[config.mk]
export PLATFORM = sky130hd
export DESIGN_NAME = valu_seq
export DESIGN_NICKNAME = d
export VERILOG_FILES = /design/src/rtl/valu_seq.sv
export SDC_FILE = /design/constraint.sdc
export NUM_CORES = 1
export LEC_CHECK = 0
export CAP_MARGIN = 25
export CORE_MARGIN = 1
export CORE_UTILIZATION = 37
export CTS_CLUSTER_DIAMETER = 150
export DETAILED_ROUTE_END_ITERATION = 7
export PLACE_DENSITY = 0.78
export SLEW_MARGIN = 40
export SYNTH_ARGS = -nofsm -noshare
export SYNTH_HDL_FRONTEND = slang
export SYNTH_SLANG_ARGS = --single-unit
[constraint.sdc]
create_clock -name clk -period 4.1 [get_ports clk]
set_clock_uncertainty 0.2 [all_clocks]
set_input_delay 1.025 -clock clk [delete_from_list [all_inputs] [get_ports clk]]
set_output_delay 1.025 -clock clk [all_outputs]
set_load 0.05 [all_outputs]
[src/rtl/valu_seq.sv]
// Vector ALU word sequencer: walks n_words operand words through an
// external v_alu (read, operate, optional adder wait, write back).
module valu_seq #(
  parameter int VECTOR_LENGTH = 128,
  parameter int VALU_OP_W_MAX = 32,
  localparam int WORDS = VECTOR_LENGTH / VALU_OP_W_MAX,
  localparam int IW = (WORDS > 1) ? $clog2(WORDS) : 1,
  localparam int NW = $clog2(WORDS) + 1
) (
  input  logic                     clk,
  input  logic                     rst,
  input  logic                     start,
  input  logic [3:0]               op_instr,
  input  logic [1:0]               vsew,
  input  logic [NW-1:0]            n_words,
  output logic                     busy,
  output logic                     done,
  output logic                     err,
  output logic                     rd_en,
  output logic [IW-1:0]            rd_idx,
  input  logic [VALU_OP_W_MAX-1:0] rd_a,
  input  logic [VALU_OP_W_MAX-1:0] rd_b,
  output logic [3:0]               alu_op,
  output logic [1:0]               alu_vsew,
  output logic [VALU_OP_W_MAX-1:0] alu_a,
  output logic [VALU_OP_W_MAX-1:0] alu_b,
  input  logic [VALU_OP_W_MAX-1:0] alu_result,
  output logic                     wr_en,
  output logic [IW-1:0]            wr_idx,
  output logic [VALU_OP_W_MAX-1:0] wr_data
);

  localparam logic [3:0] VALU_VADD = 4'd0;
  localparam logic [3:0] VALU_VSUB = 4'd1;
  localparam logic [3:0] VALU_VAND = 4'd2;
  localparam logic [3:0] VALU_VOR  = 4'd3;
  localparam logic [3:0] VALU_VXOR = 4'd4;
  localparam logic [3:0] VALU_VSLL = 4'd5;
  localparam logic [3:0] VALU_VSRL = 4'd6;
  localparam logic [3:0] VALU_VSRA = 4'd7;
  localparam logic [3:0] VALU_VMIN = 4'd8;
  localparam logic [3:0] VALU_VMAX = 4'd9;

  localparam logic [1:0] VSEW_8  = 2'd0;
  localparam logic [1:0] VSEW_16 = 2'd1;
  localparam logic [1:0] VSEW_32 = 2'd2;

  typedef enum logic [2:0] {
    S_IDLE,
    S_RD,
    S_OP,
    S_WAIT,
    S_WB,
    S_DONE
  } state_e;

  state_e                     state_q, state_d;
  logic [3:0]                 op_q, op_d;
  logic [1:0]                 sew_q, sew_d;
  logic [NW-1:0]              n_q, n_d;
  logic [IW-1:0]              idx_q, idx_d;
  logic                       ill_q, ill_d;
  logic [VALU_OP_W_MAX-1:0]   a_q, a_d;
  logic [VALU_OP_W_MAX-1:0]   b_q, b_d;

  logic cmd_ill;
  logic is_add;
  logic last_word;

  always_comb begin
    cmd_ill = 1'b0;
    if (!(op_instr inside {VALU_VADD, VALU_VSUB, VALU_VAND,
                           VALU_VOR, VALU_VXOR, VALU_VSLL,
                           VALU_VSRL, VALU_VSRA, VALU_VMIN,
                           VALU_VMAX}))
      cmd_ill = 1'b1;
    if (!(vsew inside {VSEW_8, VSEW_16, VSEW_32}))
      cmd_ill = 1'b1;
    if (n_words > NW'(WORDS))
      cmd_ill = 1'b1;
  end

  // Add/sub go through a registered adder and need one extra cycle.
  assign is_add = (op_q == VALU_VADD) || (op_q == VALU_VSUB);
  assign last_word = (NW'(idx_q) == (n_q - NW'(1)));

  always_ff @(posedge clk or posedge rst) begin
    if (rst) begin
      state_q <= S_IDLE;
      op_q    <= '0;
      sew_q   <= '0;
      n_q     <= '0;
      idx_q   <= '0;
      ill_q   <= 1'b0;
      a_q     <= '0;
      b_q     <= '0;
    end else begin
      state_q <= state_d;
      op_q    <= op_d;
      sew_q   <= sew_d;
      n_q     <= n_d;
      idx_q   <= idx_d;
      ill_q   <= ill_d;
      a_q     <= a_d;
      b_q     <= b_d;
    end
  end

  always_comb begin
    state_d = state_q;
    op_d    = op_q;
    sew_d   = sew_q;
    n_d     = n_q;
    idx_d   = idx_q;
    ill_d   = ill_q;
    a_d     = a_q;
    b_d     = b_q;
    rd_en   = 1'b0;
    wr_en   = 1'b0;
    done    = 1'b0;
    err     = 1'b0;
    unique case (state_q)
      S_IDLE: begin
        if (start) begin
          op_d  = op_instr;
          sew_d = vsew;
          n_d   = n_words;
          idx_d = '0;
          ill_d = cmd_ill;
          if (cmd_ill || (n_words == '0))
            state_d = S_DONE;
          else
            state_d = S_RD;
        end
      end
      S_RD: begin
        rd_en   = 1'b1;
        state_d = S_OP;
      end
      S_OP: begin
        a_d     = rd_a;
        b_d     = rd_b;
        state_d = is_add ? S_WAIT : S_WB;
      end
      S_WAIT: begin
        state_d = S_WB;
      end
      S_WB: begin
        wr_en = 1'b1;
        if (last_word) begin
          state_d = S_DONE;
        end else begin
          idx_d   = idx_q + IW'(1);
          state_d = S_RD;
        end
      end
      S_DONE: begin
        done    = 1'b1;
        err     = ill_q;
        state_d = S_IDLE;
      end
      default: begin
        state_d = S_IDLE;
      end
    endcase
  end

  assign busy     = (state_q != S_IDLE);
  assign rd_idx   = idx_q;
  assign wr_idx   = idx_q;
  assign wr_data  = alu_result;
  assign alu_op   = op_q;
  assign alu_vsew = sew_q;
  assign alu_a    = a_q;
  assign alu_b    = b_q;

endmodule

==> flow_metrics.py <==
metrics = {
    "worst_setup_path": {
        "cp-start-kind": "flip-flop",
        "cp_max_fo": 11,
        "r2r-start": "state_q[1]$_DFFE_PP0P_",
        "timing.rr.end": "alu_b[21]$_DFFE_PP0N_",
        "cp.required_ns": 2.87,
        "cp.arrival_ns": 2.26,
        "cp_cell_sequence": "or2b_1 -> nor2_1 -> and2_1 -> clkdlybuf4s50_1",
        "path_depth": 4,
        "endpoint_kind": "output pin",
        "critPathMaxStageDelay_ns": 0.79,
        "reg2reg_setup_slack_ns": 2.04,
        "reg2reg_depth": 3,
        "critPathKind": "reg -> out",
        "crit_buf_inv": 1,
        "critPathLaunch": "state_q[0]$_DFFE_PP0P_",
        "crit_path_top_delay_cell": "clkdlybuf4s50_1",
        "critPathTopFamily": "buffers and inverters",
    },
    "detailed_routing": {
        "vias": 2316,
        "via_per_inst": 4.85,
        "first_iter_violations": 73,
        "wl_per_cell_um": 16.1,
        "dr.pass1.iters": 8,
        "wl_um": 7710,
        "route.detailed.drc": 17,
        "ant_nets": 0,
    },
    "global_route": {
        "grt_use_total": 0.165,
        "antenna_found_initial": 0,
        "grt_start_max_net_pins": 43,
        "grt_pass1_wl_um": 12500,
        "gr-total-overflow": 0,
        "grt_pass1_vias": 2532,
    },
    "synthesis": {
        "dominantRegCellSynth": "dfrtp_1",
        "synth_area_leader_cell": "dfrtp_1",
        "synth-edff-count": 0,
        "ys_types": 34,
        "synth.top_cells.by_area": "dfrtp_1 58%, mux2_2 23%, buf_4 9.0%",
        "yosys_warnings": 0,
        "postSynthCellCount": 243,
        "ys_async_sr_fraction": 1.00,
        "yosysSeqAreaShare": 0.575,
        "avgSynthCellArea_um2": 14.1,
        "yosys-top-cells-count": "79 x dfrtp_1, 71 x mux2_2, 41 x buf_4",
        "synthesis.area_um2": 3440,
        "synth.top_cell.area_share": 0.575,
        "yosysMostFrequentCell": "dfrtp_1",
        "ys_ff_latch": 79,
        "syn_nets": 352,
    },
    "placed_design": {
        "placed_cells": 463,
        "routabilityCongestion": 0.786,
        "hpwl_um": 5660,
        "io_buffers": 154,
    },
    "finish": {
        "diodes": 0,
        "syn_to_final_growth_pct": 46.0,
        "final_nets": 475,
        "layout-drive-gt1-share": 0.257,
        "final_cell_count_no_fill": 478,
        "area.sequential_um2": 1980,
        "multi_input_area_um2": 1120,
        "fillers": 750,
    },
    "clock_tree": {
        "hold_buffers": 0,
        "cts_buffer_depth": 2,
        "cts_setup_buffers": 0,
        "insertion_delay_ns": 0.33,
        "htree_levels": 3,
        "clock-sinks": 79,
        "cts_buffers": 9,
        "post_cts_resized": 0,
        "cts_tree": "built",
        "root_buffer": "clkbuf_8",
        "clkTransAtPathRegs_ns": 0.08,
    },
    "floorplan": {
        "placementRows": 34,
        "coreArea_um2": 8850,
        "io_pins": 219,
        "die-width_um": 98.4,
        "start_util": 0.388,
        "dieArea_um2": 9680,
        "die_h_um": 98.4,
    },
    "sta": {
        "worstMarginPinSlew_ns": 0.766,
        "rsz0062_at_grt": "no",
        "slew_headroom": 0.487,
        "max_clock_freq_mhz": 287,
        "slew_viol_final": 0,
        "period_share": 0.849,
        "hold_violations": 0,
        "finalSetupTns_ns": 0,
        "min_period_ns": 3.48,
        "setup_viol": 0,
    },
    "worst_hold_path": {
        "whs_path_depth": 1,
        "hold_class": "reg -> reg",
        "worstHoldStart": "alu_a[16]$_DFFE_PP0N_",
        "min_to": "alu_a[16]$_DFFE_PP0N_",
    },
    "pwr": {
        "peakVddDrop_uv": 466,
        "p_per_area_nw_per_um2": 993,
        "p_leak_nw": 2.05,
    },
    "job": {
        "maxCapViolCount": 0,
    },
    "outcome": {
        "outcome": "finished with violations",
        "violations": "design-rule violations",
    },
}
==> placed cells by master, fill, tap and decap left out, drive strengths merged, types with 3 or more instances in the layout <==
| cell | synthesis | layout |
|---|---|---|
| clkinv | 0 | 4 |
| mux2 | 71 | 71 |
| nand2 | 4 | 4 |
| nor2 | 3 | 3 |
| dfrtp | 79 | 79 |
| o21ai | 4 | 4 |
| buf | 45 | 3 |
| clkbuf | 0 | 11 |
| inv | 4 | 3 |
| or3 | 3 | 3 |
| clkdlybuf4s50 | 0 | 154 |
==> registers in the layout (all words and copies together), names as in the netlist <==
name	flops
alu_op	4
rd_idx	2
alu_b	32
alu_a	32
alu_vsew	2
state_q	3
ill_q	1
n_q	3
==> worst register-to-register path, cell delays in order (launching register included) <==
cell     delay (ns)
dfrtp_1        0.55
nor3b_2        0.29
buf_4          0.47
mux2_2         0.43
==> where the power goes <==
| part | internal (W) | switching, W | total, W |
|---|---|---|---|
| registers | 0.00117 | 0.000241 | 0.00141 |
| clock network | 0.000308 | 0.000270 | 0.000579 |
| logic | 0.00114 | 0.00184 | 0.00299 |
| total | 0.00263 | 0.00235 | 0.00498 |
==> metrics by stage <==
step / hold WS (ns) / util / area [um2] / setup slack, ns / power, W
5_1_grt: 0.324 / 0.567 / 5020 / 0.513 / 0.00521
3_3_place_gp: 0.288 / 0.545 / 4820 / 1.02 / 0.00438
3_5_place_dp: 0.294 / 0.545 / 4820 / 0.991 / 0.00445
6_report: 0.308 / 0.567 / 5020 / 0.618 / 0.00498
2_1_floorplan: 0.256 / - / 3440 / 0.852 / 0.00355
4_1_cts: 0.312 / 0.567 / 5020 / 0.603 / 0.00504
==> cell type report <==
| cell class | count | share of cell area |
|---|---|---|
| multi-input combinational | 115 | 0.222 |
| clock buffer | 11 | 0.0302 |
| timing repair buffer | 157 | 0.314 |
| inverter | 4 | 0.00324 |
| clock inverter | 4 | 0.00898 |
| tap | 108 | 0.0269 |
| sequential | 79 | 0.394 |
==> routing by layer <==
metal  vias to the layer above  global-route usage  share of wire
met4                         0              0.0941          0.030
met1                      1126               0.181           0.37
li1                       1054                   -              -
met2                       104               0.295           0.53
met3                        32              0.0365          0.069
met5                         -                   0              0
==> cell families (layout without fill, tap and decap cells) <==
group | after synthesis | in the layout | synth area share
DFF | 79 | 79 | 0.575
muxes | 72 | 72 | 0.236
buffers and inverters | 49 | 176 | 0.102
and+or+nand+nor | 28 | 28 | 0.0553
AOI/OAI and AO/OA | 11 | 11 | 0.0211
xor gates and xnor gates | 3 | 3 | 0.00765
adders and majority gates | 1 | 1 | 0.00364
==> worst max-delay path by stage <==
stage	endpoint	slack [ns]
global route	err	0.51
detailed placement	err	0.99
finish	err	0.62
floorplan	alu_a[0]$_DFFE_PP0N_	0.85
global placement	err	1.02
CTS	err	0.60
No activity file was read; power rests on OpenSTA's default activity.
